<file path="src/rtl/router_pkg.sv">
// Shared router types: port indices, output-arbiter FSM states and the
// arbitration pick result.
package router_pkg;

  localparam int NUM_PORTS = 4;

  typedef logic [1:0] port_idx_t;

  typedef enum logic [1:0] {
    OA_IDLE   = 2'd0,
    OA_REQ    = 2'd1,
    OA_ACK_IN = 2'd2
  } oarb_state_e;

  typedef struct packed {
    logic      vld;
    port_idx_t idx;
  } oarb_pick_t;

endpackage

</file>
<file path="src/rtl/handshake_sync.sv">
// Multi-flop synchroniser for asynchronous 4-phase req/ack wires.
// SYNC_STAGES must be at least 2.
module handshake_sync #(
  parameter int WIDTH       = 1,
  parameter int SYNC_STAGES = 2
) (
  input  logic             clk,
  input  logic             rst,
  input  logic [WIDTH-1:0] d,
  output logic [WIDTH-1:0] q
);

  logic [SYNC_STAGES-1:0][WIDTH-1:0] sync_pipe;

  always_ff @(posedge clk or negedge rst) begin
    if (!rst) sync_pipe <= '0;
    else      sync_pipe <= {sync_pipe[SYNC_STAGES-2:0], d};
  end

  assign q = sync_pipe[SYNC_STAGES-1];

endmodule

</file>
<file path="src/rtl/output_arbiter4.sv">
// Round-robin arbiter/sequencer merging four 4-phase bundled-data channels
// onto one output channel. Define OARB_FIXED_PRIO_EN for strict priority.
module output_arbiter4
  import router_pkg::*;
#(
  parameter int n           = 8,
  parameter int SYNC_STAGES = 2
) (
  input  logic                   clk,
  input  logic                   rst,
  input  logic [NUM_PORTS-1:0]   in_req,
  output logic [NUM_PORTS-1:0]   in_ack,
  input  logic [NUM_PORTS*n-1:0] in_data,
  output logic                   out_req,
  input  logic                   out_ack,
  output logic [n-1:0]           out_data,
  output port_idx_t              grant_idx,
  output logic                   busy
);

  oarb_state_e                     state;
  port_idx_t                       g;
  port_idx_t                       ptr;
  logic [NUM_PORTS-1:0]            rq_s;
  logic                            ak_s;
  logic [NUM_PORTS-1:0][n-1:0]     flits;
  oarb_pick_t                      pick;

  handshake_sync #(.WIDTH(NUM_PORTS), .SYNC_STAGES(SYNC_STAGES)) u_req_sync (
    .clk (clk),
    .rst (rst),
    .d   (in_req),
    .q   (rq_s)
  );

  handshake_sync #(.WIDTH(1), .SYNC_STAGES(SYNC_STAGES)) u_ack_sync (
    .clk (clk),
    .rst (rst),
    .d   (out_ack),
    .q   (ak_s)
  );

  assign flits = in_data;

  // Scan base+1, base+2, base+3, base: descending loop so the nearest wins.
  function automatic oarb_pick_t rr_pick(input logic [NUM_PORTS-1:0] cand,
                                         input port_idx_t            base);
    oarb_pick_t p;
    port_idx_t  k;
    p = '0;
    for (int j = NUM_PORTS; j >= 1; j--) begin
      k = base + port_idx_t'(j);
      if (cand[k]) begin
        p.vld = 1'b1;
        p.idx = k;
      end
    end
    return p;
  endfunction

  assign pick = rr_pick(rq_s & ~in_ack, ptr);

  always_ff @(posedge clk or negedge rst) begin
    if (!rst) begin
      state     <= OA_IDLE;
      g         <= '0;
      ptr       <= 2'd3;
      out_req   <= 1'b0;
      in_ack    <= '0;
      out_data  <= '0;
      grant_idx <= '0;
      busy      <= 1'b0;
    end else begin
      case (state)
        OA_IDLE: begin
          if (pick.vld) begin
            g         <= pick.idx;
            grant_idx <= pick.idx;
            out_data  <= flits[pick.idx];
            out_req   <= 1'b1;
            busy      <= 1'b1;
            state     <= OA_REQ;
          end
        end
        OA_REQ: begin
          if (ak_s) begin
            out_req   <= 1'b0;
            in_ack[g] <= 1'b1;
            state     <= OA_ACK_IN;
          end
        end
        OA_ACK_IN: begin
          // Hold in_ack until the requester has released, so a quick
          // re-request is seen as a new transfer.
          if (!rq_s[g] && !ak_s) begin
            in_ack[g] <= 1'b0;
            busy      <= 1'b0;
            state     <= OA_IDLE;
`ifdef OARB_FIXED_PRIO_EN
            ptr       <= ptr;
`else
            ptr       <= g;
`endif
          end
        end
        default: state <= OA_IDLE;
      endcase
    end
  end

endmodule

</file>
<file path="config.mk">
export PLATFORM = sky130hd
export DESIGN_NAME = output_arbiter4
export DESIGN_NICKNAME = d
export VERILOG_FILES = /design/src/rtl/router_pkg.sv /design/src/rtl/handshake_sync.sv /design/src/rtl/output_arbiter4.sv
export SDC_FILE = /design/constraint.sdc
export NUM_CORES = 1
export LEC_CHECK = 0
export ABC_AREA = 1
export CAP_MARGIN = 20
export CELL_PAD_IN_SITES_DETAIL_PLACEMENT = 1
export CELL_PAD_IN_SITES_GLOBAL_PLACEMENT = 1
export CORE_UTILIZATION = 35
export DETAILED_ROUTE_END_ITERATION = 7
export PLACE_DENSITY_LB_ADDON = 0.3
export RECOVER_POWER = 50
export SYNTH_ARGS = -nofsm -noshare
export SYNTH_HDL_FRONTEND = slang
export SYNTH_SLANG_ARGS = --single-unit
</file>
<file path="constraint.sdc">
create_clock -name clk -period 2.8 [get_ports clk]
set_clock_uncertainty 0.05 [all_clocks]
set_input_delay 0.7 -clock clk [delete_from_list [all_inputs] [get_ports clk]]
set_output_delay 0.7 -clock clk [all_outputs]
set_load 0.05 [all_outputs]
</file>
# --- After elaboration in Yosys (flattened, before gate mapping) ---
# Cells that the tools add are included.
word_totals:
  regBits: 30
  output_inout_bits: 16
  word_cells: 75
op_classes:
  addsub: 3
  magnitude_cmp: 7
  n_eq_ne: 5
  mux: 30
  bitwise_logic: 5
  reduce_logical: 14
ops:
  columns: ["operator", "n"]
  rows:
  - ["less-than comparator 2 x 3 -> 1 bit, second input constant", 6]
  - ["binary-select mux 8 bit (select 2 bit)", 1]
  - ["2-to-1 mux 3 bit", 4]
  - ["AND reduction 3 bit", 4]
  - ["binary-select mux 1 bit (select 2 bit)", 5]
  - ["2-to-1 mux 1 bit", 9]
  - ["AND 4 bit", 2]
  - ["2-to-1 mux 4 bit", 2]
  - ["2-to-1 mux 8 bit", 1]
  - ["inverter 4 bit", 2]
  - ["case mux 4 bit (2 select lines)", 1]
  - ["2-to-1 mux 2 bit", 3]
  - ["case mux 2 bit (3 select lines)", 1]
  - ["nonzero test 2 bit", 3]
  - ["adder 2 bit, second input constant", 2]
  - ["inequality test 2 bit, second input constant", 2]
  - ["bitwise OR 4 bit", 1]
  - ["case mux 1 bit (2 select lines)", 2]
  - ["AND reduction 2 bit", 2]
  - ["adder 2 x 1 -> 2 bit, second input constant", 1]
  - ["demux 1 bit (select 2 bit)", 1]
  - ["== test 2 x 1 -> 1 bit, second input constant", 1]
  - ["== test 2 bit, second input constant", 1]
  - ["greater-or-equal comparator 2 x 1 -> 1 bit, second input constant", 1]
  - ["other kinds (4)", 6]

# --- Depth between registers and ports, before layout ---
logic_depth:
  ltp_word: 10
  depth_mapped: 17
  ltp_nobuf: 15

# --- By module ---
# A second synthesis with hierarchy kept.
hier_totals:
  hier_cells: 226
  area_unflattened_um2: 1667.8
by_module_without_submodules:
  columns: ["mod", "instances", "cells_per_inst", "area_per_inst_um2", "seq_area_each_um2"]
  rows:
  - ["output_arbiter4", 1, 212, 1387.6, 503.0]
  - ["handshake_sync (u_req_sync)", 1, 12, 230.2, 200.2]
  - ["handshake_sync (u_ack_sync)", 1, 2, 50.0, 50.0]

# --- Least setup slack after synthesis ---
# No wires, ideal clock.
synth_timing:
  path_kind: "reg-to-reg"
  from: "register (tool-made name)"
  to: "register out_data[2]"
  setup_time_ns: 0.125
  arrival_time_ns: 1.760
  path_slack_ns: 0.865
  path_stages_with_launch: 14
  path_buffers: 1
  synth_period_minus_slack_ns: 1.935
  path_cell_list: "dfrtp_1 -> inv_1 -> nand3_1 -> nand2_1 -> nand2_2 -> nand2_4 -> inv_1 -> nand2_2 -> nand2_4 -> nand2_4 -> buf_6 -> or2_0 -> nand3_1 -> nand3_1"
synth_rtl:
  columns: ["element", "line", "text"]
  rows:
  - ["end signal: assignment", "output_arbiter4.sv:79", "out_data <= flits[pick.idx];"]
  - ["end: declaration", "output_arbiter4.sv:16", "output logic [n-1:0] out_data,"]

==> impl_metrics.csv <==
group,metric,value,unit
logic_synthesis,syn_inst,229,
placed_design,placed_area,2310,um^2
drt,wl_met1,1.93,mm
global_routing,grt_pass1_wl,7.44,mm
worst_setup_path,path_cells,"clkdlybuf4s50_1",
worst_setup_path,crit_type,"reg -> out",
clock_network,cts_buffers,5,
global_routing,grt_overflow,0,
drt,vias,1655,
layout,final_common_cell,"nand2_1",
clock_network,cts_htree_levels,2,
layout,antenna_cells,0,
worst_hold_path,hp-class,"reg -> reg",
worst_setup_path,cp_slowest_cell,"clkdlybuf4s50_1",
outcome,violations,"max-capacitance violations, max-slew violations",
logic_synthesis,syn_nets,268,
global_routing,grt_max_degree,31,
clock_network,clk-insertion-delay-late,280,ps
logic_synthesis,yosys-top-cells-area,"dfrtp_1 41%, nand2_1 16%, nand3_1 10%",
die,io_pins,55,
placed_design,gp_congestion,0.797,
timing,hold_violations,0,
clock_network,cts.sinks,30,
logic_synthesis,yosysTopAreaCellShare,0.406,
job,maxCapViolCount,1,
worst_setup_path,critPathMaxStageDelay,850,ps
drt,via_per_inst,4.66,
logic_synthesis,yosys.area.top_type,"dfrtp_1",
worst_setup_path,critPathBufInv,1,
layout,finish.instance_area,2400,um^2
die,die_y,72.2,um
logic_synthesis,synthDistinctLibCells,23,
die,core,4720,um^2
timing,slew_headroom,-0.0287,
drt,drt.antenna.violating_nets,0,
worst_setup_path,cp_max_fo,7,
layout,syn_to_final_growth,39.1,%
layout,fill_cells,575,
die,start_util,0.366,
power_and_ir_drop,leakage,1.20,nW
timing,hold_slack,295,ps
clock_network,ctsRootBufferMaster,"clkbuf_8",
worst_setup_path,required,2050,ps
logic_synthesis,synth.avg_cell_area,7.54,um^2
layout,multi_input_area,776,um^2
timing,finalSetupTns,0,ps
timing,max_freq,0.423,GHz
logic_synthesis,syn_area,1730,um^2
drt,met2WireLength,2.25,mm
drt,dr.pass1.iters,4,
global_routing,grt_antenna_before_repair,0,
placed_design,portBuffers,54,
outcome,status,"finished with violations",
worst_setup_path,worst_setup_path_start_kind,"flop",
global_routing,grt_pass1_vias,1631,
drt,post-route-drc-count,0,
drt,dr.max_layer_used,"met4",
worst_setup_path,crit_family,"buffers and inverters",
placed_design,dpl.hpwl,3.58,mm
clock_network,cts_hold_buf,0,
drt,drtIter0Drc,38,
clock_network,cts-resized-gates,0,
power_and_ir_drop,p_per_area,1280,nW/um^2
layout,drive_gt1_frac,0.142,
timing,period_minus_slack,2360,ps
logic_synthesis,synth-seq-area-share,0.436,
drt,wl_per_cell,12.2,um
logic_synthesis,synth.ff_latch_count,30,
drt,totalWireLength,4.34,mm
logic_synthesis,yosysWarnings,0,
layout,seqCellArea,753,um^2
worst_setup_path,critPathArrivalTime,1610,ps
clock_network,cts_setup_buffers,0,
timing,post-route-period-util,0.843,
timing,setup_viol_count_final,0,
layout,final_core_util,0.509,
timing,maxSlewViolCount,31,
power_and_ir_drop,vdd_drop_max,0.633,mV
die,die_w,72.2,um
drt,dr_wl_met3,121,um
worst_setup_path,worst_setup_path_end_kind,"output port",
clock_network,cts_tree,"built",
layout,layout_common_cells,"73 x nand2_1, 49 x clkdlybuf4s50_1, 36 x nand3_1",
die,die_area,5220,um^2
global_routing,groute.usage.overall,0.188,
die,rows,25,
layout,fin_nets,326,
timing,tightest_slew,1540,ps
clock_network,clkTransAtPathRegs,70,ps
timing,rsz0062_at_grt,"false",
clock_network,ctsLongestPathBuffers,2,
==> where the power goes <==
part | total (W) | switching (W) | leakage (nW) | internal, W
Clock | 0.000357 | 0.000160 | 0.0472 | 0.000197
Sequential | 0.000745 | 0.000145 | 0.352 | 0.000601
Combinational | 0.00198 | 0.00133 | 0.802 | 0.000650
==> kinds of logic after synthesis <==
logic type / count (synthesis) / synth area share
buffers and inverters: 42 / 0.114
AOI/OAI and AO/OA: 14 / 0.0464
and+or+nand+nor: 143 / 0.403
DFF: 30 / 0.436
==> final cells by class <==
cell class | count | share of cell area
flip-flops and latches | 30 | 0.314
multi-input cells | 157 | 0.323
inverters | 38 | 0.0625
repair buffers | 55 | 0.227
clock buffers | 6 | 0.0344
well taps | 67 | 0.0349
clock inverters | 2 | 0.00521
==> through the flow <==
step | cells | power [W] | setup WS (ps)
finish | 355 | 0.00308 | 439
global route | 355 | 0.00336 | 188
CTS | 355 | 0.00313 | 435
detailed placement | 347 | 0.00277 | 558
global placement | 347 | 0.00270 | 606
floorplan | 229 | 0.00227 | 865
==> path summary, 6_finish.rpt <==
check | from | endpoint | slack (ps) | cells past startpoint
max | g[0]$_DFFE_PN0P_ | grant_idx[0] | 440 | 1
max reg2reg | ptr[0]$_DFFE_PN1P_ | out_data[3]$_DFFE_PN0P_ | 580 | 10
max in group asynchronous | rst | out_data[6]$_DFFE_PN0P_ | 580 | 2
min in group asynchronous | rst | u_req_sync.sync_pipe[0]$_DFF_PN0_ | 1210 | 2
min reg2reg | u_req_sync.sync_pipe[2]$_DFF_PN0_ | u_req_sync.q[2]$_DFF_PN0_ | 300 | 0
min | u_req_sync.sync_pipe[2]$_DFF_PN0_ | u_req_sync.q[2]$_DFF_PN0_ | 300 | 0
==> routing by layer <==
| layer | global-route usage | up-vias |
|---|---|---|
| li1 | - | 825 |
| met3 | 0.0403 | 4 |
| met2 | 0.319 | 27 |
| met5 | 0 | - |
| met4 | 0.0588 | 0 |
| met1 | 0.239 | 799 |
==> cells in the mapped netlist, drive strengths merged <==
cell	instances
buf	3
inv	38
a21oi	3
clkbuf	1
o21ai	7
and3	1
o211ai	2
nor2	5
o31ai	2
dfstp	2
dfrtp	28
nor3	1
or2	6
nand2	90
nand3	40
Power figures use the tool's default switching activity.
